<file path="config.mk">
export PLATFORM = sky130hd
export DESIGN_NAME = ctrl_multiciclo_flat
export DESIGN_NICKNAME = d
export VERILOG_FILES = /design/src/rtl/ctrl_multiciclo_if.sv /design/src/rtl/ctrl_multiciclo.sv /design/src/flat_wrapper.sv
export SDC_FILE = /design/constraint.sdc
export NUM_CORES = 1
export LEC_CHECK = 0
export ABC_AREA = 1
export CORE_MARGIN = 2
export CORE_UTILIZATION = 50
export CTS_CLUSTER_DIAMETER = 50
export DETAILED_ROUTE_END_ITERATION = 10
export DONT_BUFFER_PORTS = 1
export PLACE_DENSITY_LB_ADDON = 0.1
export SETUP_SLACK_MARGIN = 0.05
export SYNTH_ARGS = -nofsm -noshare
export SYNTH_HDL_FRONTEND = slang
export SYNTH_SLANG_ARGS = --single-unit
</file>
<file path="constraint.sdc">
create_clock -name clk -period 1.88 [get_ports clk]
set_clock_uncertainty 0.2 [all_clocks]
set_input_delay 0.564 -clock clk [delete_from_list [all_inputs] [get_ports clk]]
set_output_delay 0.564 -clock clk [all_outputs]
set_load 0.03 [all_outputs]
</file>
<file path="src/rtl/ctrl_multiciclo_if.sv">
// ctrl_multiciclo_if: instruction fields in, datapath control signals out of the multicycle controller
interface ctrl_multiciclo_if;
  logic [5:0] opcode;
  logic [5:0] func;
  logic       zero;
  logic       pc_write;
  logic       i_or_d;
  logic       mem_read;
  logic       mem_write;
  logic       ir_write;
  logic       reg_write;
  logic [1:0] reg_dst;
  logic [1:0] mem_to_reg;
  logic [1:0] alu_src_a;
  logic [2:0] alu_src_b;
  logic [1:0] pc_source;
  logic [2:0] AluOp;
  logic [3:0] state;
  logic       instr_done;
  logic       illegal;
  modport master (
    input  opcode, func, zero,
    output pc_write, i_or_d, mem_read, mem_write, ir_write, reg_write, reg_dst, mem_to_reg,
           alu_src_a, alu_src_b, pc_source, AluOp, state, instr_done, illegal
  );
  modport slave (
    output opcode, func, zero,
    input  pc_write, i_or_d, mem_read, mem_write, ir_write, reg_write, reg_dst, mem_to_reg,
           alu_src_a, alu_src_b, pc_source, AluOp, state, instr_done, illegal
  );
endinterface

</file>
<file path="src/rtl/ctrl_multiciclo.sv">
// ctrl_multiciclo: main control FSM sequencing the multicycle MIPS datapath
module ctrl_multiciclo (
  input logic clk,
  input logic rst_n,
  ctrl_multiciclo_if.master bus
);
  typedef enum logic [3:0] {
    FETCH, DECODE, MEM_ADDR, MEM_RD, MEM_WB, MEM_WR, R_EXEC, R_WB,
    BRANCH, JUMP, I_EXEC, I_WB, JAL, JR, S14, S15
  } state_t;
  state_t state, nxt;
  logic pc_w, ir_w, mw, rw, mr, iod, done, ill;
  logic [1:0] rd, m2r, sa, ps;
  logic [2:0] sb, ao;
  logic is_lui, is_logic;
  assign is_lui   = bus.opcode == 6'b001111;
  assign is_logic = bus.opcode inside {6'b001100, 6'b001101, 6'b001110};
  always_ff @(posedge clk)
    if (!rst_n) state <= FETCH;
    else state <= nxt;
  always_comb begin
    nxt = FETCH; pc_w = 1'b0; ir_w = 1'b0; mw = 1'b0; rw = 1'b0; mr = 1'b0; iod = 1'b0;
    done = 1'b0; ill = 1'b0; rd = 2'b00; m2r = 2'b00; sa = 2'b00; ps = 2'b00; sb = 3'b000; ao = 3'b000;
    case (state)
      FETCH:    begin mr = 1'b1; ir_w = 1'b1; sb = 3'b001; pc_w = 1'b1; nxt = DECODE; end
      DECODE: begin
        sb = 3'b011;
        case (bus.opcode)
          6'b000000: nxt = (bus.func == 6'b001000) ? JR : R_EXEC;
          6'b100011, 6'b101011: nxt = MEM_ADDR;
          6'b000100, 6'b000101: nxt = BRANCH;
          6'b000010: nxt = JUMP;
          6'b000011: nxt = JAL;
          6'b001000, 6'b001010, 6'b001011, 6'b001100,
          6'b001101, 6'b001110, 6'b001111: nxt = I_EXEC;
          default: ill = 1'b1;
        endcase
      end
      MEM_ADDR: begin sa = 2'b01; sb = 3'b010; nxt = (bus.opcode == 6'b101011) ? MEM_WR : MEM_RD; end
      MEM_RD:   begin mr = 1'b1; iod = 1'b1; nxt = MEM_WB; end
      MEM_WB:   begin rw = 1'b1; m2r = 2'b01; done = 1'b1; end
      MEM_WR:   begin mw = 1'b1; iod = 1'b1; done = 1'b1; end
      R_EXEC:   begin sa = 2'b01; ao = 3'b110; nxt = R_WB; end
      R_WB:     begin rw = 1'b1; rd = 2'b01; done = 1'b1; end
      // beq takes the branch on zero, bne on not-zero
      BRANCH: begin
        sa = 2'b01; ao = 3'b001; ps = 2'b01; done = 1'b1;
        pc_w = (bus.opcode == 6'b000101) ? ~bus.zero : bus.zero;
      end
      JUMP:     begin ps = 2'b10; pc_w = 1'b1; done = 1'b1; end
      I_EXEC: begin
        sa = is_lui ? 2'b10 : 2'b01;
        sb = is_lui ? 3'b101 : is_logic ? 3'b100 : 3'b010;
        ao = (bus.opcode == 6'b001100) ? 3'b010 :
             (bus.opcode == 6'b001101) ? 3'b011 :
             (bus.opcode == 6'b001110) ? 3'b100 :
             (bus.opcode inside {6'b001010, 6'b001011}) ? 3'b101 : 3'b000;
        nxt = I_WB;
      end
      I_WB:     begin rw = 1'b1; done = 1'b1; end
      JAL:      begin rw = 1'b1; rd = 2'b10; m2r = 2'b10; ps = 2'b10; pc_w = 1'b1; done = 1'b1; end
      JR:       begin ps = 2'b11; pc_w = 1'b1; done = 1'b1; end
      default:  nxt = FETCH;
    endcase
  end
  // reset presents FETCH decoding, so write enables must be masked
  assign bus.pc_write   = pc_w & rst_n;
  assign bus.ir_write   = ir_w & rst_n;
  assign bus.mem_write  = mw & rst_n;
  assign bus.reg_write  = rw & rst_n;
  assign bus.mem_read   = mr;
  assign bus.i_or_d     = iod;
  assign bus.reg_dst    = rd;
  assign bus.mem_to_reg = m2r;
  assign bus.alu_src_a  = sa;
  assign bus.alu_src_b  = sb;
  assign bus.pc_source  = ps;
  assign bus.AluOp      = ao;
  assign bus.state      = state;
  assign bus.instr_done = done;
  assign bus.illegal    = ill;
endmodule

</file>
<file path="src/flat_wrapper.sv">
// flat-port wrapper written by rule: the top's interface ports become plain ports
module ctrl_multiciclo_flat 
  (clk, rst_n, bus_opcode, bus_func, bus_zero, bus_pc_write, bus_i_or_d, bus_mem_read, bus_mem_write, bus_ir_write, bus_reg_write, bus_reg_dst, bus_mem_to_reg, bus_alu_src_a, bus_alu_src_b, bus_pc_source, bus_AluOp, bus_state, bus_instr_done, bus_illegal);
  ctrl_multiciclo_if bus_i ();
  input logic clk;
  input logic rst_n;
  input wire logic [$bits(bus_i.opcode)-1:0] bus_opcode;
  input wire logic [$bits(bus_i.func)-1:0] bus_func;
  input wire logic [$bits(bus_i.zero)-1:0] bus_zero;
  output wire logic [$bits(bus_i.pc_write)-1:0] bus_pc_write;
  output wire logic [$bits(bus_i.i_or_d)-1:0] bus_i_or_d;
  output wire logic [$bits(bus_i.mem_read)-1:0] bus_mem_read;
  output wire logic [$bits(bus_i.mem_write)-1:0] bus_mem_write;
  output wire logic [$bits(bus_i.ir_write)-1:0] bus_ir_write;
  output wire logic [$bits(bus_i.reg_write)-1:0] bus_reg_write;
  output wire logic [$bits(bus_i.reg_dst)-1:0] bus_reg_dst;
  output wire logic [$bits(bus_i.mem_to_reg)-1:0] bus_mem_to_reg;
  output wire logic [$bits(bus_i.alu_src_a)-1:0] bus_alu_src_a;
  output wire logic [$bits(bus_i.alu_src_b)-1:0] bus_alu_src_b;
  output wire logic [$bits(bus_i.pc_source)-1:0] bus_pc_source;
  output wire logic [$bits(bus_i.AluOp)-1:0] bus_AluOp;
  output wire logic [$bits(bus_i.state)-1:0] bus_state;
  output wire logic [$bits(bus_i.instr_done)-1:0] bus_instr_done;
  output wire logic [$bits(bus_i.illegal)-1:0] bus_illegal;
  assign bus_i.opcode = bus_opcode;
  assign bus_i.func = bus_func;
  assign bus_i.zero = bus_zero;
  assign bus_pc_write = bus_i.pc_write;
  assign bus_i_or_d = bus_i.i_or_d;
  assign bus_mem_read = bus_i.mem_read;
  assign bus_mem_write = bus_i.mem_write;
  assign bus_ir_write = bus_i.ir_write;
  assign bus_reg_write = bus_i.reg_write;
  assign bus_reg_dst = bus_i.reg_dst;
  assign bus_mem_to_reg = bus_i.mem_to_reg;
  assign bus_alu_src_a = bus_i.alu_src_a;
  assign bus_alu_src_b = bus_i.alu_src_b;
  assign bus_pc_source = bus_i.pc_source;
  assign bus_AluOp = bus_i.AluOp;
  assign bus_state = bus_i.state;
  assign bus_instr_done = bus_i.instr_done;
  assign bus_illegal = bus_i.illegal;
  ctrl_multiciclo u_core (.clk(clk), .rst_n(rst_n), .bus(bus_i));
endmodule
</file>
==> run metrics, run 1 <==
root buf cell=clkbuf_4; # resized after CTS=between 50 and 60; Post-synth top flop=dfxtp_1; post-DP HPWL=2340 um; Seq cells post-synth=4; Synth Area per Inst=5.43 sq um; worst slack at placement=-0.371 ns; CTS buffer count=3; Stop Error=[ERROR DPL-0038] Utilization greater than 100%, impossible to legalize; Buffers on Ports=0; Post-synth EDFFs=0; sequential area share after synthesis=approximately 11%; top cells by area, synth=nand2_1 (16%), nor2_1 (12%), dfxtp_1 (11%); cell taking the most area after synthesis=nand2_1; status=aborted with a tool error; Initial Util=54.4%; I/O pin total=a little over 40; share of the synthesized area in the top cell type=approximately 16%; CTS Hold Bufs=0; die height=41.9 um; H-tree levels=1; last flow stage reached=clock tree synthesis (4_1_cts); CTS Buffer Depth=2; Post-Syn Nets=147; synthesized netlist cell count=132; placed insts=186; number of distinct library cells after synthesis=26; FP Rows=13; Sink Count=4; yosys warns=0; postcts setup bufs=5; synthesized area=about 720 sq um; Post-synth ARST share=0%; Placer Congestion=0.922; Die X=41.9 um
## per-stage QoR
stage          area, sq um  util, %
3_5_place_dp          1160     88.3
2_1_floorplan          827        -
3_3_place_gp          1160     88.3
## synthesized netlist by cell type (2+ instances only)
| cell | number |
|---|---|
| dfxtp_1 | 4 |
| nor2_2 | 5 |
| nand3_2 | 2 |
| a21oi_1 | 6 |
| nor2_4 | 2 |
| nand3_1 | 13 |
| nand2_1 | 30 |
| inv_2 | 4 |
| nor2_8 | 2 |
| inv_1 | 21 |
| nor2_1 | 23 |
| o21ai_0 | 5 |
| inv_4 | 2 |
## cells by family after synthesis
logic type             after synthesis  synth area share (%)
and+or+nand+nor                     81                  56.9
buffers and inverters               28                  15.9
AOI/OAI and AO/OA                   19                  16.1
DFF                                  4                  11.2
==> run 2: changes to the inputs <==
CORE_AREA = 2 2 63 65   (was not set)
CORE_MARGIN = not set   (was 2)
CORE_UTILIZATION = not set   (was 50)
CTS_CLUSTER_DIAMETER = not set   (was 50)
DIE_AREA = 0 0 65 67   (was not set)
PLACE_DENSITY_LB_ADDON = 0.15   (was 0.1)
SETUP_SLACK_MARGIN = not set   (was 0.05)
==> run 2 against run 1 <==
The flow now finishes, with violations (negative setup slack). Synthesized cell count unchanged. Synthesized area unchanged.
==> run metrics, run 2 <==
fin crit share=114%; die height=67 um; sequential area share after synthesis=between 10% and 20%; global route overflow=0; reg2reg setup slack=0.40 ns; arrival time worst endpoint=1.39 ns; Startpoint Class=input pin; measured slew at the worst slew-check pin=0.380 ns; vias in the first global route=994; CTS tree=built; fin crit period=2.15 ns; hold_sp=bus_opcode[4]; routed length per placed instance=11.8 um; DR vias=1041; synthesized netlist cell count=132; reg2reg end=u_core.bus.state[3]; synthesized area=717 sq um; commonest non-fill, non-tap cell in the layout=buf_4; yosys warns=0; Worst Setup End Kind=primary output; Power Internal=0.000346 W; Tightest Hold Check Type=in2reg; Clk pwr share=34.4%; Placer Congestion=0.840; number of distinct library cells after synthesis=26; top cells by count, synth=nand2_1 (30), nor2_1 (23), inv_1 (21), nand3_1 (13), a21oi_1 (6); Buffers on Ports=0; Antenna Nets Post-Route=0; CTS buffer count=3; worst slack at placement=-0.384 ns; biggest regs=u_core.bus.state: 4 flops; CTS clk-pin slew, worst paths=0.03 ns; maxcap violations=0; largest net degree at the start of global routing=11; most numerous cell in the Yosys netlist=nand2_1; Psw=0.000221 W; failing checks=negative setup slack; post-DP HPWL=between 2000 and 2500 um; Max Clk Rate=0.465 GHz; Synth Area per Inst=5.43 sq um; Post-synth EDFFs=0; initial DRC count=27; sw frac=39.0%; Hold Path Stages=3; Residual DRC=0; share of cells above drive strength 1=71.4%; max reg flops=4; RSZ-0062 raised after global routing=yes; Leak Pwr=approximately 0.77 nW; share of the synthesized area in the top cell type=15.7%; status=complete, but fails checks; core area=0.00361 sq mm; fin util=between 40% and 50%; sequential share of power=16.9%; Diodes inserted=0; Peak supply drop=about 170 uV; Post-Syn Nets=roughly 150; Hold Slack=0.415 ns; Post-synth top flop=dfxtp_1; Final Setup Violations=22; DR pass1 iterations=4; FP Rows=22; Tot GR Track Use=12.6%; root buf cell=clkbuf_8; Max FO, Critical Path=5; Crit Path Category=in2out; worst setup margin=-0.269 ns; clock latency at the later pin of the worst-skew pair=approximately 0.22 ns; Seq cells post-synth=4; initial antenna violation count=0; Die X=65 um; die area=0.00436 sq mm; most frequent cells in the layout=buf_4 (43), nand2_1 (15), nor2_4 (14); Sink Count=4; cell taking the most area after synthesis=nand2_1; I/O pin total=41; relative slew slack=74.6%; Largest Register=u_core.bus.state; fin. max-slew vios=0; Post-synth ARST share=0%; H-tree levels=1; Hold Vio Cnt, Final=0; Final nets=208; power per cell area=between 300 and 400 mW/mm^2; combinational power share=approximately 49%; post-DR vias/cell=between 4 and 5; Worst R2R Path Depth=9; CTS Hold Bufs=0; Initial Util=19.9%; growth of design area from synthesis to finish=119%; Hold Path End=u_core.bus.state[2]; Detailed Route WL=between 2000 and 3000 um; CTS Buffer Depth=2; Critical Path RT=1.12 ns; first-pass GRT wire length=roughly 4300 um; Critical R2R Launch=u_core.bus.state[1]; top cells by area, synth=nand2_1 (16%), nor2_1 (12%), dfxtp_1 (11%)
## run 2: cell counts after synthesis
Identical to the previous run, type by type.
## run 2: cell type report
cell class,count,area (sq um)
inverter,27,116
clock buffer,4,45.0
fill,388,2030
timing repair buffer,56,487
sequential,4,92.6
multi-input combinational,101,772
tap,48,60.1
## run 2: how the worst max path moves through the flow
stage | start | endpoint | slack, ns | depth (start not counted)
5_1_grt | u_core.bus.state[3] | bus_alu_src_b[0] | -0.33 | 5
3_3_place_gp | bus_opcode[5] | bus_pc_write | -0.38 | 7
6_report | bus_opcode[4] | bus_alu_src_b[0] | -0.27 | 6
2_1_floorplan | bus_opcode[5] | bus_AluOp[1] | -0.34 | 7
3_5_place_dp | bus_opcode[5] | bus_pc_write | -0.38 | 7
4_1_cts | u_core.bus.state[3] | bus_AluOp[1] | -0.27 | 8
## run 2: kinds of logic (layout without fill, tap and decap cells)
| kind of cell | Yosys count | after routing | synth area share [%] |
|---|---|---|---|
| AND/OR/NAND/NOR | 81 | 82 | 56.9 |
| buffers and inverters | 28 | 87 | 15.9 |
| AO/OA/AOI/OAI | 19 | 19 | 16.1 |
| flip-flops | 4 | 4 | 11.2 |
## run 2: through the flow
stage	area (sq um)	total power [W]	cells	setup TNS, ns
3_3_place_gp	1250	0.000332	227	-2.20
2_1_floorplan	815	0.000243	132	-1.94
5_1_grt	1570	0.000604	240	-5.02
6_report	1570	0.000568	240	-3.66
3_5_place_dp	1250	0.000333	227	-2.29
4_1_cts	1460	0.000559	235	-3.96
## run 2: worst max-delay path: stages
cell	delay, ns
nor2_8	0.14
inv_2	0.06
nor2_4	0.11
nand2_1	0.11
o22ai_1	0.20
buf_4	0.20
## run 2: power groups by stage
stage,clock network (W),logic [W],registers [W]
final,0.000196,0.000277,0.0000957
after global routing,0.000208,0.000300,0.0000961
after CTS,0.000202,0.000260,0.0000968
after detailed placement,0,0.000236,0.0000965
after global placement,0,0.000236,0.0000964
after floorplan,0,0.000136,0.000106
## run 2: routing by layer
layer | track usage (%) | up-vias | share of wire [%] | routed length, um
met3 | 1.69 | 2 | 5.0 | 142
met5 | 0 | - | 0 | 0
met4 | 3.99 | 0 | 0.57 | 16
met2 | 24.0 | 32 | 53 | 1500
li1 | - | 544 | - | -
met1 | 14.4 | 463 | 41 | 1170
## run 2: what timing repair did
item                       in CTS  in global routing
setup buffers                   4                  4
pin swaps                       9                 17
setup endpoints to repair      22                 22
hold endpoints to repair        0                  0
gates cloned                    0                  1
resized for setup              44                 20
(Power assumes the default switching activity.)
==> patch: new RTL, settings of run 2 <==
Make the reset (`rst_n`) asynchronous in one clocked block.
--- a/src/rtl/ctrl_multiciclo.sv
+++ b/src/rtl/ctrl_multiciclo.sv
@@ -15,7 +15,7 @@
   logic is_lui, is_logic;
   assign is_lui   = bus.opcode == 6'b001111;
   assign is_logic = bus.opcode inside {6'b001100, 6'b001101, 6'b001110};
-  always_ff @(posedge clk)
+  always_ff @(posedge clk or negedge rst_n)
     if (!rst_n) state <= FETCH;
     else state <= nxt;
   always_comb begin
Check against the original RTL: differs if rst_n is asserted again (counterexample within 4 cycles, from zero or initial values and one cycle with rst_n low); with rst_n held inactive, the same outputs for 10 cycles.
==> patch against run 2 <==
The run still ends with setup timing left; cell area is 16% higher; sequential cell count stayed put; setup slack worse by 67 ps; synthesized area is 4.7% lower; count of clock-buffer cells in the layout is 1 lower; wire length is 6.1% higher; critical endpoint is now bus_pc_write; largest cell class unchanged.
Power is left out: it rests on default switching activity, and per cell area and clock period it moved more than threefold.
==> patch: results (changes against run 2) <==
| Metric | Value |
|---|---|
| Synth Flop Type | dfrtp_1 |
| Via count | 1,070 (+2.8%) |
| Hold WC Path Type | in2async |
| Crit path DAT | 1450 ps (+60 ps) |
| Failing checks | setup timing |
| Worst Reg-to-Reg Cells | 7 (-2) |
| Gpl congestion | 0.879 (+4.6%) |
| Crit-path leading delay family | flip-flops |
| Post-CTS setup buffers | 1 (-3) |
| Min setup slack post-route | -336 ps (-66.8 ps) |
| Hold_buf cts | 1 (+1) |
| Dominant cells by area after synthesis | nand2_1 23%, dfrtp_1 15%, nor2_1 14% |
| Status | finished with violations |
| Crit path to | bus_pc_write |
| Vias in the first global route | 1,039 (+4.5%) |
| Post-CTS Resized | 28 (-36%) |
| Final setup vio count | 22 (unchanged) |
| R2r setup slk | 380 ps (-20 ps) |
| Synth cell count leaders | 41 x nand2_1, 26 x nor2_1, 22 x inv_1 |
| Crit Reg-Reg Endpoint | u_core.bus.state[2]$_DFF_PN0_ |
| Post-DR wirelength/cell | 12.0 um (+1.5%) |
| Routed WL | 3.00 mm (+6.1%) |
| Area after DPL | 1350 um^2 (+7.9%) |
| Reg2reg start | u_core.bus.state[2]$_DFF_PN0_ |
| Worst slew pin tran | 394 ps (+14.1 ps) |
| Mux share of post-synthesis cell area | 0 (unchanged) |
| Synth Area in Compound Gates | 0.0989 (-0.0617) |
| Synth cell types | 23 (-12%) |
| Tot GR Track Use | 0.131 (+0.00557) |
| XOR/XNOR Fraction of Synth Area | 0 (unchanged) |
| Post-synthesis instance total | 133 (+0.76%) |
| Sequential area share after synthesis | 0.147 (+0.0348) |
| N_diodes | 0 (unchanged) |
| DR iter-0 viols | 30 (+11%) |
| First-pass GRT wire length | 4.44 mm (+4.0%) |
| Final nets | 220 (+5.8%) |
| Largest net degree at the start of global routing | 9 (-2) |
| Post-DP HPWL | 2.27 mm (+0.51%) |
| Syn_nets | 148 (+0.68%) |
| Async set-reset flop share out of synthesis | 1.00 (+1.00) |
| Cells after DPL | 239 (+5.3%) |
| CTS root buffer | clkbuf_8 |
| Critical path peak fanout | 4 (-1) |
| Antenna violations before repair | 0 (unchanged) |
| CP Launch Point | u_core.bus.state[2]$_DFF_PN0_ |
| Crit-path slowest cell | dfrtp_2 |
| Layout cells sized above 1 | 0.764 (+0.0500) |
| Adder-cell share of the synthesized area | 0 (unchanged) |
| Slowest stage delay, CP | 420 ps (+220 ps) |
==> patch: changes by cell type in the layout (fill, tap and decap cells not counted), sizes merged, moves of 2 or more <==
cell / before / now
dfrtp: 0 / 4
nor2: 33 / 31
nand2: 30 / 42
o21ai: 6 / 3
buf: 56 / 67
a21oi: 6 / 4
inv: 27 / 24
dfxtp: 4 / 0
==> patch: per-layer routing <==
metal	vias up	wire [um]	track usage
li1	559	-	-
met1	486	1180	0.145
met2	25	1680	0.255
met3	0	149	0.0253
met4	0	0	0.0319
met5	-	0	0
==> patch: worst min path at each step <==
stage	startpoint	end	slack (ps)
after floorplan	rst_n	u_core.bus.state[0]$_DFF_PN0_	70
after global placement	rst_n	u_core.bus.state[0]$_DFF_PN0_	70
after detailed placement	rst_n	u_core.bus.state[1]$_DFF_PN0_	70
after CTS	rst_n	u_core.bus.state[1]$_DFF_PN0_	420
after global routing	rst_n	u_core.bus.state[1]$_DFF_PN0_	430
final	rst_n	u_core.bus.state[1]$_DFF_PN0_	420
==> patch: area by class of cell <==
class | instances | area (um^2)
sequential | 4 | 105
multi-input combinational | 104 | 896
fill | 352 | 1780
tap | 48 | 60.1
timing repair buffer | 68 | 627
clock buffer | 3 | 41.3
inverter | 24 | 92.6
==> patch: stage by stage <==
| stage | hold WS (ps) | setup TNS, ps |
|---|---|---|
| final | 419 | -5410 |
| after floorplan | 68.4 | -2910 |
| after detailed placement | 68.5 | -3470 |
| after global routing | 432 | -6580 |
| after global placement | 68.5 | -3380 |
| after CTS | 419 | -5490 |
==> patch: cells by family (layout without fill, tap and decap cells) <==
group | count (synthesis) | after routing
simple gates | 93 | 93
buf+inv | 25 | 95
compound gates | 11 | 11
flops | 4 | 4
